**config.mk**
```make
export PLATFORM = sky130hd
export DESIGN_NAME = xosera_bus_master
export DESIGN_NICKNAME = d
export VERILOG_FILES = /design/src/rtl/xosera_bus_master.sv
export SDC_FILE = /design/constraint.sdc
export NUM_CORES = 1
export LEC_CHECK = 0
export ABC_AREA = 1
export ABC_CLOCK_PERIOD_IN_PS = 1850
export CELL_PAD_IN_SITES_DETAIL_PLACEMENT = 1
export CELL_PAD_IN_SITES_GLOBAL_PLACEMENT = 1
export CORE_MARGIN = 5
export CORE_UTILIZATION = 34
export CTS_CLUSTER_DIAMETER = 60
export DETAILED_ROUTE_END_ITERATION = 12
export PLACE_DENSITY = 0.79
export SLEW_MARGIN = 30
export SYNTH_ARGS = -nofsm -noshare
export SYNTH_HDL_FRONTEND = slang
export SYNTH_SLANG_ARGS = --single-unit
export TNS_END_PERCENT = 20
```
**constraint.sdc**
```tcl
create_clock -name clk -period 1.85 [get_ports clk]
set_clock_uncertainty 0.15 [all_clocks]
set_input_delay 0.185 -clock clk [delete_from_list [all_inputs] [get_ports clk]]
set_output_delay 0.185 -clock clk [all_outputs]
set_load 0.01 [all_outputs]
```
**src/rtl/xosera_bus_master.sv**
```systemverilog
// xosera_bus_master: CPU-side initiator for the Xosera 8-bit register bus.
// Splits one 16-bit request into timed even/odd byte strobes.
module xosera_bus_master #(
  parameter int unsigned CS_CYCLES  = 4,
  parameter int unsigned GAP_CYCLES = 2
) (
  input  logic        clk,
  input  logic        reset_i,
  input  logic        req_valid_i,
  output logic        req_ready_o,
  input  logic        req_we_i,
  input  logic [3:0]  req_reg_i,
  input  logic [1:0]  req_be_i,
  input  logic [15:0] req_wdata_i,
  output logic        resp_valid_o,
  output logic [15:0] resp_rdata_o,
  output logic        bus_cs_n_o,
  output logic        bus_rd_nwr_o,
  output logic [3:0]  bus_reg_num_o,
  output logic        bus_bytesel_o,
  output logic [7:0]  bus_data_o,
  input  logic [7:0]  bus_data_i
);

  localparam int unsigned MAXC =
    (CS_CYCLES > GAP_CYCLES) ? CS_CYCLES : GAP_CYCLES;
  localparam int unsigned CW =
    (MAXC > 1) ? $clog2(MAXC) : 1;

  typedef enum logic [2:0] {
    IDLE,
    SETUP,
    STROBE,
    HOLD,
    RESP
  } state_t;

  state_t          state;
  state_t          state_n;
  logic [CW-1:0]   cnt;
  logic [CW-1:0]   cnt_n;
  logic            odd_q;
  logic            odd_n;

  logic            we_q;
  logic [3:0]      reg_q;
  logic [15:0]     wdata_q;
  logic            two_q;

  logic            accept;

  logic            cs_n_d;
  logic            rd_nwr_d;
  logic [3:0]      reg_d;
  logic            bsel_d;
  logic [7:0]      data_d;
  logic            resp_d;
  logic [15:0]     rdata_d;

  assign req_ready_o = (state == IDLE);
  assign accept      = req_valid_i && req_ready_o;

  // State, dwell counter and current-byte flag
  always_ff @(posedge clk) begin
    if (reset_i) begin
      state <= IDLE;
      cnt   <= '0;
      odd_q <= 1'b0;
    end else begin
      state <= state_n;
      cnt   <= cnt_n;
      odd_q <= odd_n;
    end
  end

  // Request capture; only updated on accept so a held
  // valid cannot disturb a transaction in flight
  always_ff @(posedge clk) begin
    if (reset_i) begin
      we_q    <= 1'b0;
      reg_q   <= 4'h0;
      wdata_q <= 16'h0;
      two_q   <= 1'b0;
    end else if (accept) begin
      we_q    <= req_we_i;
      reg_q   <= req_reg_i;
      wdata_q <= req_wdata_i;
      two_q   <= &req_be_i;
    end
  end

  // Next-state: counter reloads on every state entry
  always_comb begin
    state_n = state;
    cnt_n   = cnt;
    odd_n   = odd_q;
    unique case (state)
      IDLE: begin
        if (accept) begin
          odd_n = ~req_be_i[1];
          if (req_be_i == 2'b00) begin
            state_n = RESP;
          end else begin
            state_n = SETUP;
          end
        end
      end
      SETUP: begin
        state_n = STROBE;
        cnt_n   = CW'(CS_CYCLES - 1);
      end
      STROBE: begin
        if (cnt == '0) begin
          state_n = HOLD;
          cnt_n   = CW'(GAP_CYCLES - 1);
        end else begin
          cnt_n = cnt - CW'(1);
        end
      end
      HOLD: begin
        if (cnt == '0) begin
          if (!odd_q && two_q) begin
            state_n = SETUP;
            odd_n   = 1'b1;
          end else begin
            state_n = RESP;
          end
        end else begin
          cnt_n = cnt - CW'(1);
        end
      end
      RESP: begin
        state_n = IDLE;
      end
      default: begin
        state_n = IDLE;
      end
    endcase
  end

  // Output decode; read byte is captured on the edge
  // where the strobe is about to release
  always_comb begin
    cs_n_d   = 1'b1;
    rd_nwr_d = bus_rd_nwr_o;
    reg_d    = bus_reg_num_o;
    bsel_d   = bus_bytesel_o;
    data_d   = bus_data_o;
    resp_d   = 1'b0;
    rdata_d  = resp_rdata_o;
    unique case (state)
      SETUP, STROBE, HOLD: begin
        cs_n_d   = (state != STROBE);
        rd_nwr_d = ~we_q;
        reg_d    = reg_q;
        bsel_d   = odd_q;
        if (!we_q) begin
          data_d = 8'h00;
        end else if (odd_q) begin
          data_d = wdata_q[7:0];
        end else begin
          data_d = wdata_q[15:8];
        end
      end
      RESP: begin
        resp_d = 1'b1;
      end
      default: begin
      end
    endcase
    if (accept) begin
      rdata_d = 16'h0;
    end else if (bus_rd_nwr_o && !bus_cs_n_o && cs_n_d) begin
      if (bus_bytesel_o) begin
        rdata_d[7:0] = bus_data_i;
      end else begin
        rdata_d[15:8] = bus_data_i;
      end
    end
  end

  // Registered bus and response outputs
  always_ff @(posedge clk) begin
    if (reset_i) begin
      bus_cs_n_o    <= 1'b1;
      bus_rd_nwr_o  <= 1'b1;
      bus_reg_num_o <= 4'h0;
      bus_bytesel_o <= 1'b0;
      bus_data_o    <= 8'h00;
      resp_valid_o  <= 1'b0;
      resp_rdata_o  <= 16'h0;
    end else begin
      bus_cs_n_o    <= cs_n_d;
      bus_rd_nwr_o  <= rd_nwr_d;
      bus_reg_num_o <= reg_d;
      bus_bytesel_o <= bsel_d;
      bus_data_o    <= data_d;
      resp_valid_o  <= resp_d;
      resp_rdata_o  <= rdata_d;
    end
  end

endmodule

```
==> results of run 1 <==
[logic make-up after synthesis]
logic type	count (synthesis)
adder cells (fa/ha/maj)	2
AO/OA/AOI/OAI	79
buffers and inverters	43
flip-flops	60
AND/OR/NAND/NOR	123
[what timing repair did]
item                                    in CTS  in global routing
endpoints found under the setup margin       1                  0
resized for setup                            1                  0
setup buffers                                0                  0
[metal layers]
| layer | vias up | part of all wire [%] | GRT usage [%] |
|---|---|---|---|
| li1 | 1159 | - | - |
| met1 | 1083 | 47 | 21.7 |
| met2 | 75 | 46 | 27.2 |
| met3 | 10 | 6.0 | 3.75 |
| met4 | 0 | 1.6 | 7.45 |
| met5 | - | 0 | 0 |
[final timing paths]
| path | start | to | slack, ps | cells past startpoint |
|---|---|---|---|---|
| worst max-delay path | state[2]$_SDFFE_PP0P_ | req_ready_o | 160 | 4 |
| worst min-delay path | req_wdata_i[10] | wdata_q[10]$_SDFFE_PP0P_ | 280 | 3 |
| worst max register to register | state[2]$_SDFFE_PP0P_ | resp_rdata_o[3]$_SDFFE_PP0P_ | 290 | 6 |
| worst min register to register | wdata_q[1]$_SDFFE_PP0P_ | wdata_q[1]$_SDFFE_PP0P_ | 310 | 2 |
[power by group through the flow]
stage                     clock network [W]  logic (W)  registers (W)
final                               0.00129    0.00182        0.00175
after global routing                0.00138    0.00205        0.00179
after CTS                           0.00132    0.00184        0.00175
after detailed placement                  0    0.00183        0.00178
after global placement                    0    0.00176        0.00176
after floorplan                           0    0.00124        0.00177
[cell usage after synthesis (3+ instances only)]
master and n:
nor2_1 37, nand2_4 3, nor2_4 5, nand3_1 3, inv_1 24, o21ai_0 30
nand2_1 50, nand4_1 17, dfxtp_1 60, o211ai_1 8, buf_2 4, buf_4 4
a21oi_1 39, clkbuf_1 3
[final cells by class]
| cell class | count | area [um^2] | share of cell area (%) |
|---|---|---|---|
| well taps | 96 | 120 | 3.54 |
| flip-flops and latches | 60 | 1200 | 35.4 |
| clock buffers | 11 | 141 | 4.16 |
| clock inverters | 5 | 75.1 | 2.21 |
| repair buffers | 72 | 717 | 21.1 |
| multi-input cells | 204 | 1030 | 30.5 |
| inverters | 28 | 108 | 3.17 |
[sequential cells by signal (all words and copies together), names as in the netlist]
name           flops
bus_reg_num_o      4
bus_cs_n_o         1
reg_q              4
odd_q              1
we_q               1
state              3
resp_valid_o       1
two_q              1
bus_rd_nwr_o       1
bus_data_o         8
bus_bytesel_o      1
wdata_q           16
cnt                2
resp_rdata_o      16
[worst reg2reg max path, delay by kind of cell, from the launching register on]
| kind | cells | cell delay [ps] |
|---|---|---|
| simple gates | 3 | 360 |
| compound gates | 1 | 170 |
| flops | 1 | 460 |
| buf+inv | 2 | 350 |
[metrics by stage]
step                      power (W)  hold WS [ps]
after floorplan             0.00300           104
after global placement      0.00352           290
after detailed placement    0.00361           299
after CTS                   0.00491           274
after global routing        0.00522           287
final                       0.00486           284
==> impl_results.md, run 1 <==
* Post-synthesis sequential area ratio at 49.3%
* Yosys reg bits at 60
* Antenna violations before repair at 0
* Number of remaining DRC errors at 0
* CP peak stage delay at 460 ps
* Crit path DAT at 1350 ps
* Die width at 94.6 um
* Simple-gate portion of the synthesized area at 24.4%
* Tmin final at 1690 ps
* Synth Area in Adders at 1.03%
* Fin util at 49.5%
* Crit-path cells: inv_2, nand2_4, inv_1, dlygate4sd2_1
* Leading cell type in the layout, fill and taps excluded: clkdlybuf4s50_1
* GRT Total Usage at 16.9%
* Clk root buf: clkbuf_8
* Initial DRT Pass Iterations at 4
* Syn nets at 343
* Via count at 2327
* Wire per inst at 15.0 um
* Delay-heaviest family, CP: flip-flops
* Initial drt markers at 65
* Fill cells at 839
* Mean post-synth cell area at 7.93 um^2
* Gpl congestion at 0.837
* Sink Count at 60
* Yosys warning count at 0
* Mux cell area share after synthesis at 0%
* Initial core utilization at 35.4%
* PortBufs at 66
* # nets final at 411
* Post-synth EDFFs at 0
* Synth Area in Compound Gates at 17.1%
* DP Cell Count at 460
* Share of cells above drive strength 1 at 10.0%
* H-tree lvl count at 3
* Largest net degree at the start of global routing at 32
* Leakage power at 1.29 nW
* Rel. slew slack at 69.4%
* Crit Path Max Fanout at 4
* Clk pin slew, worst setup/hold paths at 60 ps
* P&R area growth vs syn at 39.5%
* Final Hold Viols at 0
* Switching share of power at 38.2%
* Number of non-filler instances in the completed layout at 476
* Hold buffer count at CTS at 0
* Max cap viols at 0
* CTS tree: built
* Vias in the first global route at 2434
* P per Cell Area at 1430 nW/um^2
* WS Path Type: reg -> out
* Comb pwr share at 37.4%
* Least-Margin Pin Slew at 457 ps
* Final setup viols at 0
* Asr flop ratio synth at 0%
* Worst setup EP type: primary output
* CP Launch Type: flip-flop
* WP buf/inv at 3
* Top_reg_cell synth: dfxtp_1
* I/O pin count at 67
* Largest family of logic cells by synthesized area: simple AND/OR/NAND/NOR gates
* Worst setup slack after placement at 230 ps
* Share of the synthesized area in the top cell type at 49.3%
* Antenna cell count at 0
* Final setup margin at 162 ps
* Clock Power Share at 26.5%
* Sequential fraction of design power at 36.0%
* Core ar. at 6870 um^2
* Die Height at 94.6 um
* Clock Latency Late Sink at 340 ps
* Cell area after layout at 3400 um^2
* Peak VDD IR at 0.493 mV
* Post-DP HPWL at 5100 um
* Outcome: completed
* Global-route wire length before repair at 11800 um
* Vias/cell at 4.89
* Synth top area cells: dfxtp_1, a21oi_1, nand2_1
* Most frequent cells in the layout: clkdlybuf4s50_1, dfxtp_1, nand2_1, a21oi_1, nor2_1
* Max Clk Rate at 592 MHz
* Worst hold path class: in -> reg
* Slew Viols, Final at 0
* Routed wire length at 7120 um
* Mapped Cells at 307
* Mapped cell area at 2430 um^2
* Synth Area in XOR/XNOR at 0%
* Setup TNS Final at 0 ps
* Die footprint at 8950 um^2
* Worst endpoint required time at 1510 ps
* Area after DPL at 3180 um^2
* Unique masters post-synth at 27
* Final ANT Viol Nets at 0
* Grt ovf at 0
* Num rows at 30
* Period utilization at 91.3%
* Worst path slowest cell: dfxtp_1
* Clock Tree Buf Depth at 2
* Pint at 0.00300 W
* Synth area leader: dfxtp_1
* NetSw at 0.00185 W
* RSZ-0062 raised after global routing: no
* CTS Buf Count at 9
Note: power is estimated with default switching activity, not from simulation.
==> run 2, diff against run 1 <==
--- a/config.mk
+++ b/config.mk
@@ -10,10 +10,12 @@
 export CELL_PAD_IN_SITES_DETAIL_PLACEMENT = 1
 export CELL_PAD_IN_SITES_GLOBAL_PLACEMENT = 1
 export CORE_MARGIN = 5
-export CORE_UTILIZATION = 34
+export CORE_UTILIZATION = 44
 export CTS_CLUSTER_DIAMETER = 60
 export DETAILED_ROUTE_END_ITERATION = 12
-export PLACE_DENSITY = 0.79
+export DONT_BUFFER_PORTS = 1
+export HOLD_SLACK_MARGIN = 0.06
+export PLACE_DENSITY = 0.78
 export SLEW_MARGIN = 30
 export SYNTH_ARGS = -nofsm -noshare
 export SYNTH_HDL_FRONTEND = slang
==> run 2 against run 1 <==
Net effect:
- total power decreased by 3.2%
- register-to-register slack got worse by 20 ps
- maximum frequency decreased by 3.5%
- setup slack got worse by 62 ps
- sequential power increased by 2%
- final cell count decreased by 12%
- critical endpoint is now state[2]$_SDFFE_PP0P_
- largest power group is now sequential cells
- highest routed layer unchanged
==> impl_results.md, run 2 (synthesis results as in run 1) <==
* Clock Tree Buf Depth at 2
* CP Launch Type: input pin
* Max Clk Rate at 571 MHz
* WS Path Type: in -> reg
* Initial DRT Pass Iterations at 4
* Worst path slowest cell: dlygate4sd3_1
* Vias in the first global route at 2395
* RSZ-0062 raised after global routing: yes
* Post-DP HPWL at 4530 um
* Max cap viols at 0
* Worst setup EP type: flip-flop
* Slew Viols, Final at 0
* Peak VDD IR at 0.692 mV
* H-tree lvl count at 3
* Clk pin slew, worst setup/hold paths at 60 ps
* Most frequent cells in the layout: dfxtp_1, nand2_1, a21oi_1, nor2_1, dlygate4sd3_1
* P&R area growth vs syn at 24.9%
* Largest net degree at the start of global routing at 32
* DP Cell Count at 371
* Gpl congestion at 0.803
* Antenna violations before repair at 0
* Setup repair bufs after CTS at 0
* Fill cells at 675
* I/O pin count at 67
* Flip-flop and latch area at 1200 um^2
* Initial drt markers at 145
* R2r setup slk at 270 ps
* Grt ovf at 0
* Period utilization at 94.6%
* FF-to-FF End: resp_rdata_o[12]$_SDFFE_PP0P_
* Hold Path Stages at 5
* FF-to-FF Start: state[2]$_SDFFE_PP0P_
* Final Hold Viols at 0
* Worst endpoint required time at 1970 ps
* Final hold slack at 85.6 ps
* Antenna cell count at 0
* Wire per inst at 16.8 um
* Hold Path End: state[0]$_SDFFE_PP0P_
* Core ar. at 5440 um^2
* CTS Buf Count at 9
* Total power at 0.00470 W
* # nets final at 379
* Hold_sp: req_be_i[1]
* Clock Latency Late Sink at 340 ps
* Multi-input logic area at 1030 um^2
* Share of cells above drive strength 1 at 11.5%
* Via count at 2208
* Number of remaining DRC errors at 0
* CTS tree: built
* R2R depth at 6
* Die Height at 84.4 um
* Crit Path Max Fanout at 2
* Final ANT Viol Nets at 0
* Leakage power at 1.19 nW
* Tmin final at 1750 ps
* Leading cell type in the layout, fill and taps excluded: dfxtp_1
* Die width at 84.4 um
* CP peak stage delay at 560 ps
* Die footprint at 7120 um^2
* Crit path DAT at 1870 ps
* Rel. slew slack at 59.2%
* Initial core utilization at 44.8%
* PortBufs at 0
* Vias/cell at 5.26
* Num rows at 27
* Biggest regs: resp_rdata_o x16, wdata_q x16, bus_data_o x8
* Final setup viols at 0
* Crit-path cells: dlygate4sd3_1, or2_2, dlygate4sd3_1, nor2_1, a21oi_1, nor3_1
* Outcome: completed
* Least-Margin Pin Slew at 611 ps
* Sink Count at 60
* Routed wire length at 7050 um
* Worst hold path class: in -> reg
* GRT Total Usage at 20.9%
* Number of non-filler instances in the completed layout at 420
* Crit path top cell by count: dlygate4sd3_1
* Clk root buf: clkbuf_8
* P per Cell Area at 1550 nW/um^2
* Global-route wire length before repair at 11700 um
-- run 2: final cells by class --
cell class | count | area share (%)
well taps | 72 | 2.96
clock buffers | 13 | 5.88
flip-flops and latches | 60 | 39.5
clock inverters | 3 | 1.40
inverters | 28 | 3.54
multi-input cells | 204 | 34.0
repair buffers | 40 | 12.7
-- run 2: routing by layer --
layer  up-vias  track usage (%)  part of all wire, %
met5         -                0                    0
met4         0             7.63                  1.6
met3        13             6.58                  5.8
met2        49             37.8                   51
met1      1055             22.8                   41
li1       1091                -                    -
-- run 2: critical path: cells and delay by family --
kind / cells / cell delay, ps
and+or+nand+nor: 3 / 530
buffers and inverters: 2 / 1110
AOI/OAI and AO/OA: 1 / 50
-- run 2: where the power goes --
group | switching (W) | internal (W)
clock | 0.000516 | 0.000767
sequential | 0.000215 | 0.00158
combinational | 0.00113 | 0.000501
-- run 2: worst max path at each step --
stage / cells past startpoint / slack, ps / startpoint / to
after global placement: 6 / 370 / state[2]$_SDFFE_PP0P_ / two_q$_SDFFE_PP0P_
after detailed placement: 6 / 300 / state[2]$_SDFFE_PP0P_ / two_q$_SDFFE_PP0P_
after global routing: 6 / -20 / req_be_i[0] / state[2]$_SDFFE_PP0P_
after CTS: 5 / 10 / reset_i / two_q$_SDFFE_PP0P_
final: 6 / 100 / req_be_i[0] / state[2]$_SDFFE_PP0P_
after floorplan: 5 / 520 / bus_bytesel_o$_SDFFE_PP0N_ / resp_rdata_o[15]$_SDFFE_PP0P_
-- run 2: per-stage QoR --
stage               setup slack, ps  TNS (ps)  utilization [%]  area, um^2
global placement                366         0             45.7        2490
finish                          100         0             55.9        3040
global route                  -17.8     -17.8             55.9        3040
floorplan                       520         0                -        2430
detailed placement              304         0             45.7        2490
CTS                            13.0         0             55.9        3040
-- run 2: timing repair --
item | CTS | global route
hold endpoints to repair | 54 | 0
resized for setup | 0 | 1
setup endpoints to repair | 0 | 38
hold buffers | 33 | 0
==> run 3, diff against run 2 <==
--- a/config.mk
+++ b/config.mk
@@ -16,6 +16,7 @@
 export DONT_BUFFER_PORTS = 1
 export HOLD_SLACK_MARGIN = 0.06
 export PLACE_DENSITY = 0.78
+export REMOVE_ABC_BUFFERS = 1
 export SLEW_MARGIN = 30
 export SYNTH_ARGS = -nofsm -noshare
 export SYNTH_HDL_FRONTEND = slang
==> run 3 against run 2 <==
Net effect:
- via count grew 1.8%
- final cell count is 0.71% higher
- maximum frequency increased by 0.84%
==> impl_results.md, run 3 (synthesis results as in run 1) <==
* Max cap viols at 0
* I/O pin count at 67
* Comb pwr share at 37.0%
* Slew Viols, Final at 0
* Peak VDD IR at 0.751 mV
* Max Clk Rate at 576 MHz
* RSZ-0062 raised after global routing: no
* Antenna cell count at 0
* Clock Tree Buf Depth at 2
* Initial DRT Pass Iterations at 4
* Sequential fraction of design power at 40.1%
* Wire per inst at 16.7 um
* Setup repair bufs after CTS at 0
* Least-Margin Pin Slew at 540 ps
* CP peak stage delay at 550 ps
* M1 wire length at 2880 um
* Share of cells above drive strength 1 at 11.7%
* Met3 wire len at 475 um
* Leading cell type in the layout, fill and taps excluded: dfxtp_1
* Clock Latency Late Sink at 340 ps
* PortBufs at 0
* CTS tree: built
* Worst endpoint required time at 1990 ps
* Tmin final at 1740 ps
* Leakage power at 1.18 nW
* Clk root buf: clkbuf_8
* Worst path slowest cell: dlygate4sd3_1
* Most frequent cells in the layout: dfxtp_1, nand2_1, a21oi_1, nor2_1, dlygate4sd3_1
* Fin util at 55.5%
* Hold Path Stages at 4
* Rel. slew slack at 64.0%
* FF-to-FF End: state[1]$_SDFFE_PP0P_
* NetSw at 0.00189 W
* Hold Path End: state[2]$_SDFFE_PP0P_
* P&R area growth vs syn at 23.9%
* Initial drt markers at 61
* Final setup viols at 0
* Period utilization at 93.8%
* Hold_sp: req_valid_i
* R2r setup slk at 110 ps
* Final ANT Viol Nets at 0
* Final Hold Viols at 0
* WS Path Type: reg -> reg
* Number of non-filler instances in the completed layout at 423
* CTS Buf Count at 9
* FF-to-FF Start: state[1]$_SDFFE_PP0P_
* Gpl congestion at 0.782
* Die footprint at 7120 um^2
* Delay-heaviest family, CP: buffers and inverters
* Initial core utilization at 44.8%
* GRT Total Usage at 20.9%
* Biggest regs: resp_rdata_o x16, wdata_q x16, bus_data_o x8
* Via count at 2248
* Sink Count at 60
* Core ar. at 5440 um^2
* Uppermost layer routed: met4
* DP Cell Count at 372
* Global-route wire length before repair at 11800 um
* Pint at 0.00262 W
* Num rows at 27
* CP Launch Type: flip-flop
* P per Cell Area at 1500 nW/um^2
* H-tree lvl count at 3
* Vias in the first global route at 2420
* Clk pin slew, worst setup/hold paths at 70 ps
* Crit-path cells: inv_1, nor2_4, nand2_1, a21oi_1, dlygate4sd3_1
* # nets final at 382
* Setup TNS Final at 0 ps
* Switching share of power at 41.9%
* Largest net degree at the start of global routing at 32
* Die Height at 84.4 um
* Worst hold path class: in -> reg
* Crit path DAT at 1870 ps
* Grt ovf at 0
* Worst setup EP type: flip-flop
* Die width at 84.4 um
* Met2 wire len at 3590 um
* WP buf/inv at 2
* R2R depth at 5
* Clock Power Share at 22.9%
* Post-DP HPWL at 4400 um
* Number of remaining DRC errors at 0
* Vias/cell at 5.31
* Routed wire length at 7080 um
* Antenna violations before repair at 0
* Fill cells at 674
* Outcome: completed
* Crit Path Max Fanout at 5
[run 3: timing repair]
item,CTS,global route
resized for setup,0,2
endpoints found under the setup margin,0,13
hold buffers,35,0
hold endpoints to repair,55,0
[run 3: through the flow]
| step | instance area [um^2] | hold slack [ps] | total power [W] | setup WS [ps] |
|---|---|---|---|---|
| floorplan | 2340 | 104 | 0.00286 | 466 |
| global placement | 2490 | 106 | 0.00331 | 353 |
| detailed placement | 2490 | 109 | 0.00338 | 320 |
| CTS | 3010 | 80.1 | 0.00451 | 7.83 |
| global route | 3020 | 140 | 0.00486 | 20.3 |
| finish | 3020 | 134 | 0.00452 | 115 |
[run 3: cell type report]
type                    count  area (um^2)  share of cell area (%)
repair buffers             43          413                    13.7
multi-input cells         204         1030                    34.3
clock inverters             5         27.5                   0.912
clock buffers              11          141                    4.69
flip-flops and latches     60         1200                    39.9
well taps                  72         90.1                    2.99
inverters                  28          108                    3.57
[run 3: power groups by stage]
stage	Clock, W	Sequential (W)	Combinational [W]
3_5_place_dp	0	0.00183	0.00155
6_report	0.00103	0.00181	0.00167
2_1_floorplan	0	0.00182	0.00103
4_1_cts	0.00106	0.00181	0.00165
5_1_grt	0.00113	0.00185	0.00188
3_3_place_gp	0	0.00182	0.00149
[run 3: worst max-delay path by stage]
stage | from | to | cells past startpoint
2_1_floorplan | state[1]$_SDFFE_PP0P_ | two_q$_SDFFE_PP0P_ | 6
3_3_place_gp | state[2]$_SDFFE_PP0P_ | two_q$_SDFFE_PP0P_ | 6
3_5_place_dp | state[0]$_SDFFE_PP0P_ | bus_data_o[0]$_SDFFE_PP0N_ | 6
4_1_cts | reset_i | two_q$_SDFFE_PP0P_ | 5
5_1_grt | state[1]$_SDFFE_PP0P_ | state[1]$_SDFFE_PP0P_ | 5
6_report | state[1]$_SDFFE_PP0P_ | state[1]$_SDFFE_PP0P_ | 5
[run 3: metal layers]
metal / track usage (%) / vias up
met2: 37.0 / 60
met5: 0 / -
li1: - / 1101
met1: 22.8 / 1073
met4: 8.49 / 0
met3: 7.36 / 14
[run 3: worst reg2reg max path: cells and delay by family, from the launching register on]
kind,cells,cell delay [ps]
and+or+nand+nor,2,290
AOI/OAI and AO/OA,1,180
buffers and inverters,2,670
DFF,1,400
